[src/rtl/risc_pkg.sv]
// Shared definitions for the iterative multiply/divide unit: op codes,
// FSM encoding, result selectors and the op decoder.
package risc_pkg;

    localparam int XLEN_DEF = 32;

    localparam logic [2:0] OP_MUL   = 3'd0;
    localparam logic [2:0] OP_MULH  = 3'd1;
    localparam logic [2:0] OP_MULHU = 3'd2;
    localparam logic [2:0] OP_DIV   = 3'd3;
    localparam logic [2:0] OP_DIVU  = 3'd4;
    localparam logic [2:0] OP_REM   = 3'd5;
    localparam logic [2:0] OP_REMU  = 3'd6;

    typedef enum logic [1:0] {
        S_IDLE = 2'd0,
        S_RUN  = 2'd1,
        S_FIX  = 2'd2,
        S_DONE = 2'd3
    } state_t;

    typedef enum logic [1:0] {
        SEL_LO  = 2'd0,
        SEL_HI  = 2'd1,
        SEL_QUO = 2'd2,
        SEL_REM = 2'd3
    } sel_t;

    typedef struct packed {
        logic is_div;
        logic is_signed;
        sel_t sel;
    } op_dec_t;

    // Code 7 is reserved and falls through to plain MUL.
    function automatic op_dec_t decode_op(input logic [2:0] op);
        op_dec_t d;
        d.is_div    = 1'b0;
        d.is_signed = 1'b0;
        d.sel       = SEL_LO;
        case (op)
            OP_MULH:  begin d.is_signed = 1'b1; d.sel = SEL_HI; end
            OP_MULHU: begin d.sel = SEL_HI; end
            OP_DIV:   begin d.is_div = 1'b1; d.is_signed = 1'b1; d.sel = SEL_QUO; end
            OP_DIVU:  begin d.is_div = 1'b1; d.sel = SEL_QUO; end
            OP_REM:   begin d.is_div = 1'b1; d.is_signed = 1'b1; d.sel = SEL_REM; end
            OP_REMU:  begin d.is_div = 1'b1; d.sel = SEL_REM; end
            default:  ;
        endcase
        return d;
    endfunction

endpackage

[src/rtl/risc_muldiv_unit_if.sv]
// Start/busy/done handshake between the EX stage and the muldiv unit.
interface risc_muldiv_if #(parameter int XLEN = 32);
    logic            start;
    logic [2:0]      op;
    logic [XLEN-1:0] a;
    logic [XLEN-1:0] b;
    logic            flush;
    logic            busy;
    logic            done;
    logic [XLEN-1:0] result;
    logic            div_by_zero;

    modport master (
        output start, op, a, b, flush,
        input  busy, done, result, div_by_zero
    );

    modport slave (
        input  start, op, a, b, flush,
        output busy, done, result, div_by_zero
    );
endinterface

[src/rtl/risc_muldiv_step.sv]
// One radix-2 iteration: shift-add for multiply, restoring shift-subtract
// for divide. Purely combinational.
module risc_muldiv_step #(
    parameter int XLEN = 32
) (
    input  logic [2*XLEN-1:0] part,
    input  logic [XLEN-1:0]   opnd,
    input  logic              is_div,
    output logic [2*XLEN-1:0] nxt
);
    logic [XLEN:0]   sum;
    logic [XLEN:0]   trial;
    logic [XLEN-1:0] diff;

    always_comb begin
        // Multiply: {acc_hi, multiplier} -- add multiplicand on LSB, shift right.
        sum   = {1'b0, part[2*XLEN-1:XLEN]} + (part[0] ? {1'b0, opnd} : '0);
        // Divide: {rem, quo} -- shift left one, then trial-subtract divisor.
        trial = part[2*XLEN-1:XLEN-1];
        diff  = trial[XLEN-1:0] - opnd;
        nxt   = {sum, part[XLEN-1:1]};
        if (is_div) begin
            if (trial >= {1'b0, opnd})
                nxt = {diff, part[XLEN-2:0], 1'b1};
            else
                nxt = {trial[XLEN-1:0], part[XLEN-2:0], 1'b0};
        end
    end
endmodule

[src/rtl/risc_muldiv_unit.sv]
// Iterative multiply/divide unit: sign handling, fast paths, iteration FSM
// and registered handshake outputs around the risc_muldiv_step datapath.
module risc_muldiv_unit
    import risc_pkg::*;
#(
    parameter int XLEN = XLEN_DEF
) (
    input  logic           clk,
    input  logic           rst,
    risc_muldiv_if.slave   bus
);
    localparam int CNT_W = $clog2(XLEN) + 1;

    state_t            state;
    logic [CNT_W-1:0]  cnt;
    logic [2*XLEN-1:0] acc;
    logic [2*XLEN-1:0] acc_nxt;
    logic [XLEN-1:0]   opnd;
    logic              run_div;
    sel_t              run_sel;
    logic              neg;
    logic              dbz;

    op_dec_t           in_dec;
    logic              sa, sb, in_zero, in_ovf, start_ok;
    logic [XLEN-1:0]   mag_a, mag_b, fix_val;
    logic [2*XLEN-1:0] prod;

    always_comb begin
        in_dec  = decode_op(bus.op);
        sa      = in_dec.is_signed & bus.a[XLEN-1];
        sb      = in_dec.is_signed & bus.b[XLEN-1];
        mag_a   = sa ? -bus.a : bus.a;
        mag_b   = sb ? -bus.b : bus.b;
        in_zero = in_dec.is_div && (bus.b == '0);
        in_ovf  = in_dec.is_div && in_dec.is_signed &&
                  (bus.a == {1'b1, {(XLEN-1){1'b0}}}) && (bus.b == '1);
        // flush has priority over a new request in IDLE/DONE
        start_ok = bus.start && !bus.flush && (state == S_IDLE || state == S_DONE);
    end

    always_comb begin
        prod    = neg ? -acc : acc;
        fix_val = '0;
        case (run_sel)
            SEL_LO:  fix_val = prod[XLEN-1:0];
            SEL_HI:  fix_val = prod[2*XLEN-1:XLEN];
            SEL_QUO: fix_val = neg ? -acc[XLEN-1:0] : acc[XLEN-1:0];
            SEL_REM: fix_val = neg ? -acc[2*XLEN-1:XLEN] : acc[2*XLEN-1:XLEN];
            default: fix_val = '0;
        endcase
    end

    risc_muldiv_step #(.XLEN(XLEN)) u_step (
        .part   (acc),
        .opnd   (opnd),
        .is_div (run_div),
        .nxt    (acc_nxt)
    );

    always_ff @(posedge clk or posedge rst) begin
        if (rst) begin
            state           <= S_IDLE;
            cnt             <= '0;
            acc             <= '0;
            opnd            <= '0;
            run_div         <= 1'b0;
            run_sel         <= SEL_LO;
            neg             <= 1'b0;
            dbz             <= 1'b0;
            bus.busy        <= 1'b0;
            bus.done        <= 1'b0;
            bus.result      <= '0;
            bus.div_by_zero <= 1'b0;
        end else if (start_ok) begin
            run_div         <= in_dec.is_div;
            run_sel         <= in_dec.sel;
            opnd            <= mag_b;
            cnt             <= '0;
            bus.busy        <= 1'b1;
            bus.done        <= 1'b0;
            bus.div_by_zero <= 1'b0;
            // Fast paths preload {rem, quo} and skip RUN entirely.
            if (in_zero) begin
                acc   <= {bus.a, {XLEN{1'b1}}};
                neg   <= 1'b0;
                dbz   <= 1'b1;
                state <= S_FIX;
            end else if (in_ovf) begin
                acc   <= {{XLEN{1'b0}}, bus.a};
                neg   <= 1'b0;
                dbz   <= 1'b0;
                state <= S_FIX;
            end else begin
                acc   <= {{XLEN{1'b0}}, mag_a};
                neg   <= (in_dec.sel == SEL_REM) ? sa : (sa ^ sb);
                dbz   <= 1'b0;
                state <= S_RUN;
            end
        end else begin
            case (state)
                S_RUN: begin
                    if (bus.flush) begin
                        state    <= S_IDLE;
                        bus.busy <= 1'b0;
                    end else begin
                        acc <= acc_nxt;
                        cnt <= cnt + 1'b1;
                        if (cnt == CNT_W'(XLEN-1))
                            state <= S_FIX;
                    end
                end
                S_FIX: begin
                    bus.busy <= 1'b0;
                    if (bus.flush) begin
                        state <= S_IDLE;
                    end else begin
                        state           <= S_DONE;
                        bus.done        <= 1'b1;
                        bus.result      <= fix_val;
                        bus.div_by_zero <= dbz;
                    end
                end
                S_DONE: begin
                    state    <= S_IDLE;
                    bus.done <= 1'b0;
                end
                default: begin
                    state    <= S_IDLE;
                    bus.done <= 1'b0;
                    bus.busy <= 1'b0;
                end
            endcase
        end
    end
endmodule

[src/flat_wrapper.sv]
// flat-port wrapper written by rule: the top's interface ports become plain ports
module risc_muldiv_unit_flat import risc_pkg::*;
#(
    parameter int XLEN = XLEN_DEF
)
  (clk, rst, bus_start, bus_op, bus_a, bus_b, bus_flush, bus_busy, bus_done, bus_result, bus_div_by_zero);
  risc_muldiv_if #(.XLEN(XLEN)) bus_i ();
  input  logic clk;
  input  logic rst;
  input wire logic [$bits(bus_i.start)-1:0] bus_start;
  input wire logic [$bits(bus_i.op)-1:0] bus_op;
  input wire logic [$bits(bus_i.a)-1:0] bus_a;
  input wire logic [$bits(bus_i.b)-1:0] bus_b;
  input wire logic [$bits(bus_i.flush)-1:0] bus_flush;
  output wire logic [$bits(bus_i.busy)-1:0] bus_busy;
  output wire logic [$bits(bus_i.done)-1:0] bus_done;
  output wire logic [$bits(bus_i.result)-1:0] bus_result;
  output wire logic [$bits(bus_i.div_by_zero)-1:0] bus_div_by_zero;
  assign bus_i.start = bus_start;
  assign bus_i.op = bus_op;
  assign bus_i.a = bus_a;
  assign bus_i.b = bus_b;
  assign bus_i.flush = bus_flush;
  assign bus_busy = bus_i.busy;
  assign bus_done = bus_i.done;
  assign bus_result = bus_i.result;
  assign bus_div_by_zero = bus_i.div_by_zero;
  risc_muldiv_unit #(.XLEN(XLEN)) u_core (.clk(clk), .rst(rst), .bus(bus_i));
endmodule
[config.mk]
export PLATFORM = sky130hd
export DESIGN_NAME = risc_muldiv_unit_flat
export DESIGN_NICKNAME = d
export VERILOG_FILES = /design/src/rtl/risc_pkg.sv /design/src/rtl/risc_muldiv_unit_if.sv /design/src/rtl/risc_muldiv_step.sv /design/src/rtl/risc_muldiv_unit.sv /design/src/flat_wrapper.sv
export SDC_FILE = /design/constraint.sdc
export NUM_CORES = 1
export LEC_CHECK = 0
export ABC_AREA = 1
export ABC_CLOCK_PERIOD_IN_PS = 5100
export BUFFER_PORTS_ARGS = -buffer_cell sky130_fd_sc_hd__buf_2
export CORE_UTILIZATION = 40
export CTS_CLUSTER_DIAMETER = 200
export DETAILED_ROUTE_END_ITERATION = 8
export PLACE_DENSITY = 0.56
export SETUP_SLACK_MARGIN = 0.15
export SLEW_MARGIN = 15
export SYNTH_ARGS = -nofsm -noshare
export SYNTH_HDL_FRONTEND = slang
export SYNTH_SLANG_ARGS = --single-unit
[constraint.sdc]
create_clock -name clk -period 5.1 [get_ports clk]
set_input_delay 0 -clock clk [delete_from_list [all_inputs] [get_ports clk]]
set_output_delay 0 -clock clk [all_outputs]
set_load 0.01 [all_outputs]
# After elaboration in Yosys (flattened, before gate mapping)
# Index checks and enable logic that the tools add are counted.
word_totals:
  ramBits: 0
  latch_bits: 0
  ff_bits: 144
  mem_count: 0
  romBits: 0
classes:
  shifts: 0
  n_div: 0
  n_eq_ne: 22
  n_mul: 0
  bitwise: 5
  reduce_logical: 23
  n_addsub: 8
  order_cmp: 1
  n_mux: 40
op_table:
  columns: ["operator", "n"]
  rows:
  - ["64-bit 2-to-1 mux", 7]
  - ["32-bit 2-to-1 mux", 6]
  - ["32-bit negator", 4]
  - ["32-bit case mux with 4 select lines", 1]
  - ["32-bit equality test, second input constant", 2]
  - ["64-bit negator", 1]
  - ["32-bit by 33-bit adder with 33-bit output", 1]
  - ["33-bit by 32-bit greater-or-equal comparator with 1-bit output", 1]
  - ["32-bit zero test", 1]
  - ["32-bit subtractor", 1]
  - ["6-bit 2-to-1 mux", 3]
  - ["1-bit 2-to-1 mux", 13]
  - ["2-bit 2-to-1 mux", 6]
  - ["2-bit equality test, second input constant", 5]
  - ["3-bit equality test, second input constant", 3]
  - ["2-bit AND reduction", 4]
  - ["6-bit by 1-bit adder with 6-bit output, second input constant", 1]
  - ["3-bit by 2-bit equality test with 1-bit output, second input constant", 2]
  - ["6-bit by 5-bit equality test with 1-bit output, second input constant", 1]
  - ["1-bit logical AND", 6]
  - ["2-bit by 1-bit != test with 1-bit output, second input constant", 3]
  - ["3-bit by 2-bit != test with 1-bit output, second input constant", 2]
  - ["2-bit case mux with 3 select lines", 1]
  - ["2-bit OR reduction", 3]
  - ["other kinds (15)", 21]

# Depth between registers and ports, before layout
# Gate-level depths: netlist (run 1).
depth:
  ltp_word: 9
  ltp_mapped: 19

# Modules after synthesis
# Synthesis (run 1) repeated with hierarchy kept, for this count alone.
unflattened:
  hier_cells: 3312
  area_unflattened_um2: 18515.3
modules_own_cells:
  columns: ["mod", "instances", "seq_area_each_um2", "area_per_inst_um2", "cells_per_inst"]
  rows:
  - ["risc_muldiv_unit", 1, 3603.5, 12345.6, 2035]
  - ["risc_muldiv_step", 1, 0.0, 6169.7, 1277]

# Worst setup path before layout (run 1)
# Ideal clock, no wire load.
synth_path:
  path_kind: "reg-to-reg"
  startpoint: "reg u_core.acc[0]"
  endpoint: "reg u_core.acc[56]"
  slack_ns: 2.711
  synth_period_minus_slack_ns: 2.389
  stages_incl_launch_ff: 19
  arrival_ns: 2.271
  n_path_buf: 2
  path_cell_list: "dfrtp_1 -> buf_2 -> clkbuf_1 -> nand2_1 -> inv_1 -> ha_1 -> nand2_1 -> o21ai_0 -> nand2_1 -> nand2_1 -> nand2_1 -> nand2_1 -> nand2_1 -> nand3_1 -> nand2_1 -> nand3_1 -> nand3_1 -> nor2_1 -> nor2_1"
synth_between:
  elab_chain_len: 6
synth_lines:
  columns: ["element", "line", "source"]
  rows:
  - ["start: declaration", "risc_muldiv_unit.sv:16", "logic [2*XLEN-1:0] acc;"]
  - ["start signal: assignment", "risc_muldiv_unit.sv:85", "acc <= {bus.a, {XLEN{1'b1}}};"]
  - ["start signal: assignment", "risc_muldiv_unit.sv:90", "acc <= {{XLEN{1'b0}}, bus.a};"]
  - ["start signal: assignment", "risc_muldiv_unit.sv:95", "acc <= {{XLEN{1'b0}}, mag_a};"]
  - ["32-bit 2-to-1 mux", "risc_muldiv_step.sv:17", "sum = {1'b0, part[2*XLEN-1:XLEN]} + (part[0] ? {1'b0, opnd} : '0);"]
  - ["32-bit by 33-bit adder with 33-bit output", "risc_muldiv_step.sv:17", null]
  - ["64-bit 2-to-1 mux", "risc_muldiv_step.sv:22", "if (is_div) begin"]
  - ["64-bit 2-to-1 mux", "risc_muldiv_unit.sv:103", "if (bus.flush) begin"]
  - ["64-bit 2-to-1 mux", "risc_muldiv_unit.sv:101", "case (state)"]
  - ["64-bit 2-to-1 mux", "risc_muldiv_unit.sv:75", "end else if (start_ok) begin"]
# No other way between the ends. The select of a mux whose other input is x is not followed.
# A chain may end at the register's enable or synchronous reset.

# Worst setup path in the final report (run 1)
layout_path:
  startpoint: "reg u_core.acc[0]"
  endpoint: "reg u_core.acc[46]"
# Same word-level chain as after synthesis.

==> flow_metrics.tcl, run 1 <==
set metrics [dict create \
    grt_first_pass_wirelength_um 120000 \
    synth_area_mm2 0.0172 \
    clk_latency_ns 0.48 \
    synth.distinct_cells 58 \
    firstDrtPassIters 8 \
    cp.required_ns 5.46 \
    syn2layout_area_growth_pct 11.6 \
    dpl_worst_slack_ns 1.54 \
    worstMarginPinSlew_ns 1.09 \
    nFillCells 4579 \
    synth_edf_count 0 \
    fin_crit_ns 3.71 \
    register_area_mm2 0.00358 \
    path_max_fanout 23 \
    place_congestion 1.06 \
    fin_ws_ns 1.39 \
    design.die.area_mm2 0.0437 \
    synth_common_cells "nand2_1, inv_1, nor2_1, nand3_1, o21ai_0" \
    path_buf_inv 2 \
    drcViolationCount 0 \
    fin_setup_tns_ns 0 \
    die_h_um 209 \
    vias 20685 \
    ys_warn_count 0 \
    ir_drop_mv 0.234 \
    wl_um 81200 \
    clkSinkCount 143 \
    grt_util_all_layers_pct 37.2 \
    cp_common_cell "nand2_1" \
    synthCells 2947 \
    stdcell_count 3599 \
    drtIter0Drc 2433 \
    antenna_found_initial 1 \
    multiInputGateArea_mm2 0.0116 \
    slowest_delay_ns 0.90 \
    ys.flop_type "dfrtp_1" \
    ant_nets 0 \
    core_mm2 0.0421 \
    grt_max_degree 88 \
    crit_type "reg2reg" \
    cts_buffers 17 \
    synth_top_cell_by_area "dfrtp_1" \
    ys_seq_area_share_pct 20.8 \
    min_from "bus_flush" \
    cpLargestDelayFamily "simple AND/OR/NAND/NOR gates" \
    row_count 75 \
    skew_ns 0.0154 \
    powerDensity_mw_per_mm2 572 \
    min_path_type "in2reg" \
    r2r_start "u_core.acc[0]" \
    yosysMostFrequentCell "nand2_1" \
    rsz0062_at_grt "no" \
    max_clock_freq_ghz 0.270 \
    cap_violations 0 \
    viasPerCell 5.75 \
    yosysTopAreaCellShare_pct 20.8 \
    wl_per_cell_um 22.6 \
    end_kind "register" \
    final_max_slew_viol_count 0 \
    finalNetCount 3193 \
    grt_pass1_vias 18992 \
    cts_buffer_depth 2 \
    dp_cells 3520 \
    path_cells "buf_4, nand2_1, inv_1, ha_1, nand2_1, o21ai_0, nand2_1, nand2_1, nand2_1, nand2_1, a21oi_1, o21ai_0, nand3_1, nand2_1, a21oi_2" \
    setup_viol 0 \
    grt_overflow 0 \
    cp_slowest_cell "dfrtp_1" \
    cp.arrival_ns 4.07 \
    io_pins 106 \
    ctsRootBufferMaster "clkbuf_16" \
    crit_start "u_core.acc[0]" \
    cellLeakagePower_uw 0.00982 \
    fin_crit_sh_pct 72.8 \
    initial_core_util_pct 40.7 \
    hold_violations 0 \
    hpwl_um 65500 \
    avgSynthCellArea_um2 5.83 \
    drive_above_1_share_pct 8.27 \
    htree_num_levels 4 \
    relSlewSlack_pct 27.5 \
    ys_ff_latch 143 \
    post_cts_buffers 0 \
    synth_nets 3094 \
    cts_tree "yes" \
    status "finished, final reports clean" \
    cts.clk_slew.worst_paths_ns 0.07 \
    die_w_um 209 \
    worstSetupStartpointType "register" \
    synth.top_cells.by_area "dfrtp_1, nand2_1, inv_1" \
    synthArstFlopShare_pct 100 \
    portBuffers 105 \
]
==> sequential cells by signal (all words and copies together) (netlist names) <==
signal                  count
u_core.acc                 64
u_core.bus.busy             1
u_core.bus.div_by_zero      1
u_core.bus.done             1
u_core.bus.result          32
u_core.cnt                  6
u_core.dbz                  1
u_core.neg                  1
u_core.opnd                32
u_core.run_div              1
u_core.run_sel              1
u_core.state                2
==> what timing repair did <==
action / 4_1_cts / 5_1_grt
resized for setup: 0 / 0
endpoints found under the setup margin: 0 / 0
hold endpoints to repair: 94 / 0
hold buffers: 46 / 0
==> cell usage in the layout (no fill, tap or decap), types with 8 or more instances in the layout <==
master,netlist,final
nand2_1,827,827
inv_1,396,395
nor2_1,344,340
nand3_1,272,272
o21ai_0,225,225
a21oi_1,167,167
dfrtp_1,143,141
buf_2,27,105
ha_1,74,74
nand4_1,72,72
xor2_1,70,70
dlygate4sd3_1,0,46
nor3_1,31,31
o21ai_1,26,26
a21oi_2,22,22
nand3b_1,21,21
buf_4,0,20
clkbuf_16,0,17
nor2_2,12,14
o211ai_1,13,13
inv_2,11,11
a221oi_1,11,11
or2_2,10,10
o21bai_1,9,9
nor4_1,9,9
nand2_2,8,8
==> power by group <==
part	internal [µW]	switching, µW	total, µW
clock network	737	624	1360
logic	2210	4970	7180
registers	1540	880	2420
total	4490	6480	11000
==> path summary, 6_finish.rpt <==
path | endpoint | slack (ns) | depth (start not counted)
hold / removal | u_core.cnt[4] | 0.008 | 6
min in group asynchronous | u_core.acc[63] | 0.12 | 3
hold reg to reg | u_core.bus.result[22] | 0.47 | 2
setup / recovery | u_core.acc[46] | 1.39 | 15
max in group asynchronous | u_core.run_div | 3.74 | 4
setup reg to reg | u_core.acc[46] | 1.39 | 15
==> cell families (layout without fill, tap and decap cells) <==
| family | count (synthesis) | count (layout) | share of synthesized area, % |
|---|---|---|---|
| adders and majority gates | 76 | 76 | 5.63 |
| xor gates and xnor gates | 77 | 77 | 3.93 |
| muxes | 1 | 1 | 0.0583 |
| DFF | 143 | 143 | 20.8 |
| other | 0 | 1 | 0 |
| and+or+nand+nor | 1632 | 1632 | 41.2 |
| AOI/OAI and AO/OA | 517 | 517 | 16.8 |
| buffers and inverters | 501 | 613 | 11.6 |
==> layout make-up <==
type | count | area share (%)
diodes | 1 | 0.0131
clock buffers | 17 | 2.22
clock inverters | 15 | 0.941
inverters | 410 | 8.07
multi-input cells | 2303 | 60.6
flip-flops and latches | 143 | 18.7
well taps | 539 | 3.52
repair buffers | 171 | 5.93
==> worst min-delay path, stage by stage <==
cell and delay (ns):
buf_2 0.08, inv_1 0.06, nand2_1 0.12, nor2_1 0.07
nand2_1 0.06, a221oi_1 0.06
==> layer usage <==
| layer | up-vias | GRT usage [%] | routed length (µm) |
|---|---|---|---|
| met5 | - | 0 | 23 |
| met4 | 2 | 14.0 | 2780 |
| met3 | 155 | 9.02 | 8660 |
| met2 | 1068 | 54.5 | 33700 |
| met1 | 9640 | 52.2 | 36000 |
| li1 | 9820 | - | - |
==> per-stage QoR <==
stage	utilization, %	hold slack (ns)	cell area, µm²	power [µW]
4_1_cts	45.5	0.00226	19200	10800
3_3_place_gp	42.9	0.0832	18100	9370
3_5_place_dp	42.9	0.0995	18100	9340
2_1_floorplan	-	0.148	17200	6870
6_report	45.5	0.00820	19200	11000
5_1_grt	45.5	0.0486	19200	11800
Power figures use the tool's default switching activity.
==> inputs of run 2 (changes only) <==
--- a/config.mk
+++ b/config.mk
@@ -6,7 +6,7 @@
 export NUM_CORES = 1
 export LEC_CHECK = 0
 export ABC_AREA = 1
-export ABC_CLOCK_PERIOD_IN_PS = 5100
+export ABC_CLOCK_PERIOD_IN_PS = 3800
 export BUFFER_PORTS_ARGS = -buffer_cell sky130_fd_sc_hd__buf_2
 export CORE_UTILIZATION = 40
 export CTS_CLUSTER_DIAMETER = 200
==> constraint.sdc (replaced) <==
create_clock -name clk -period 3.8 [get_ports clk]
set_input_delay 0 -clock clk [delete_from_list [all_inputs] [get_ports clk]]
set_output_delay 0 -clock clk [all_outputs]
set_load 0.01 [all_outputs]
==> run 2 against run 1 <==
- the flow now finishes with violations (hold timing)
- design area increased by 2.0%
- clock power grew 31%
- wire length grew 1.8%
- utilization up 0.92 points
- setup slack got worse by 0.86 ns
- register-to-register slack worse by 0.86 ns
- fmax is 14% higher
- global-route usage is 0.60 points higher
- via count rose by 1.9%
- sequential power grew 15%
- clock-buffer cell count did not move
- critical path type unchanged
- critical endpoint is now u_core.acc[50]
==> flow_metrics.tcl, run 2 (synthesis gave the netlist of run 1 again) <==
set metrics [dict create \
    drive_above_1_share_pct 9.56 \
    worstMarginPinSlew_ns 1.09 \
    path_cells "inv_1, ha_1, inv_1, fa_1, nand2_1, nand2_1, nand3b_1, nand2_1, nand2_1, nand2_1, nand2_1, nand2_1, nand2_1, nand4_1, nand3_1, nand2_1, a21oi_2" \
    skew_ns 0.0130 \
    wl_um 82600 \
    pwr-share-seq_pct 18.2 \
    min_path_type "in2reg" \
    cap_violations 0 \
    powerDensity_mw_per_mm2 780 \
    p_comb_share_pct 70.0 \
    vias 21077 \
    wl_per_cell_um 22.7 \
    worstSetupStartpointType "register" \
    path_max_fanout 5 \
    post_cts_buffers 0 \
    cts_buffer_depth 2 \
    cp.arrival_ns 3.71 \
    cts.clk_slew.worst_paths_ns 0.07 \
    cellLeakagePower_uw 0.0100 \
    internal-power_uw 6250 \
    clkSinkCount 143 \
    ir_drop_mv 0.420 \
    place_congestion 1.02 \
    portBuffers 105 \
    io_pins 106 \
    syn2layout_area_growth_pct 13.8 \
    path_buf_inv 2 \
    cts_tree "yes" \
    dpl_worst_slack_ns 0.401 \
    core_mm2 0.0421 \
    regMostFlops "u_core.acc" \
    fin_crit_sh_pct 86.0 \
    grt_max_degree 88 \
    reg_top3 "u_core.acc x64, u_core.bus.result x32, u_core.opnd x32" \
    layout_common_cells "nand2_1, inv_1, nor2_1" \
    ctsRootBufferMaster "clkbuf_16" \
    final_max_slew_viol_count 0 \
    crit_type "reg2reg" \
    clk_latency_ns 0.50 \
    cp.required_ns 4.24 \
    antenna_found_initial 7 \
    grt_pass1_vias 19280 \
    viasPerCell 5.78 \
    hpwl_um 67000 \
    setup_viol 0 \
    mostFrequentLayoutCell "nand2_1" \
    grt_overflow 0 \
    max_clock_freq_ghz 0.306 \
    slowest_delay_ns 0.47 \
    fin_setup_tns_ns 0 \
    hold_violations 1 \
    cts_buffers 17 \
    p_clk_share_pct 11.7 \
    post-route-util_pct 46.4 \
    cp_common_cell "nand2_1" \
    drtIter0Drc 2357 \
    die_h_um 209 \
    fin_crit_ns 3.27 \
    relSlewSlack_pct 27.3 \
    nFillCells 4661 \
    grt_first_pass_wirelength_um 121000 \
    end_kind "register" \
    whs_ns -0.00608 \
    die_w_um 209 \
    violations "hold timing" \
    cpLargestDelayFamily "simple AND/OR/NAND/NOR gates" \
    firstDrtPassIters 6 \
    power.switching_uw 9000 \
    grt_util_all_layers_pct 37.8 \
    status "finished with violations" \
    fin_ws_ns 0.532 \
    finalNetCount 3240 \
    cp_slowest_cell "dfrtp_1" \
    htree_num_levels 4 \
    drcViolationCount 0 \
    design.die.area_mm2 0.0437 \
    initial_core_util_pct 40.7 \
    largest_reg_flops 64 \
    ant_nets 0 \
    switching_share_pct 59.0 \
    rsz0062_at_grt "no" \
    row_count 75 \
]
==> run 2: final timing paths <==
path	from	endpoint	slack (ns)	depth (start not counted)
min reg2reg	u_core.bus.result[29]	u_core.bus.result[29]	0.47	2
min	bus_b[18]	u_core.opnd[18]	-0.006	3
max in group asynchronous	rst	u_core.run_div	2.29	5
max reg2reg	u_core.acc[31]	u_core.acc[50]	0.53	17
min in group asynchronous	rst	u_core.bus.result[28]	0.55	4
max	u_core.acc[31]	u_core.acc[50]	0.53	17
==> run 2: per-layer routing <==
layer	track usage, %	vias up	wire length, µm
li1	-	9924	-
met1	52.4	9962	36600
met2	54.7	1047	34300
met3	11.2	138	8980
met4	14.0	6	2650
met5	0	-	35
==> run 2: worst register-to-register path: cells and delay by family (launching register included) <==
kind                       cells  cell delay [ns]
DFF                            1             0.47
AOI/OAI and AO/OA              1             0.15
and+or+nand+nor               12             1.69
adders and majority gates      2             0.60
buffers and inverters          2             0.31
==> run 2: metrics by stage <==
stage	hold slack (ns)	cells	total power [µW]	instance area, µm²
floorplan	0.148	2947	9220	17200
global placement	-0.0732	3564	13100	18500
detailed placement	-0.0659	3564	13100	18500
CTS	0.000255	3645	15000	19500
global route	0.0252	3645	16300	19500
finish	-0.00608	3646	15200	19500
==> run 2: power by group through the flow <==
stage | clock network (µW) | logic, µW | registers [µW]
after floorplan | 0 | 6570 | 2660
after CTS | 1830 | 10400 | 2770
after global placement | 0 | 10300 | 2780
after global routing | 1870 | 11600 | 2820
final | 1780 | 10700 | 2780
after detailed placement | 0 | 10300 | 2790
==> run 2: repair_timing <==
item	4_1_cts	5_1_grt
hold buffers	49	0
gates resized for setup	0	1
endpoints found under the setup margin	0	10
endpoints found under the hold margin	190	0
==> run 2: area by class of cell <==
cell class	instances	area, µm²	share of cell area (%)
diodes	1	2.50	0.0128
clock buffers	17	425	2.18
clock inverters	15	171	0.877
inverters	410	1540	7.90
multi-input cells	2303	11600	59.4
flip-flops and latches	143	3580	18.3
well taps	539	674	3.45
repair buffers	218	1530	7.85
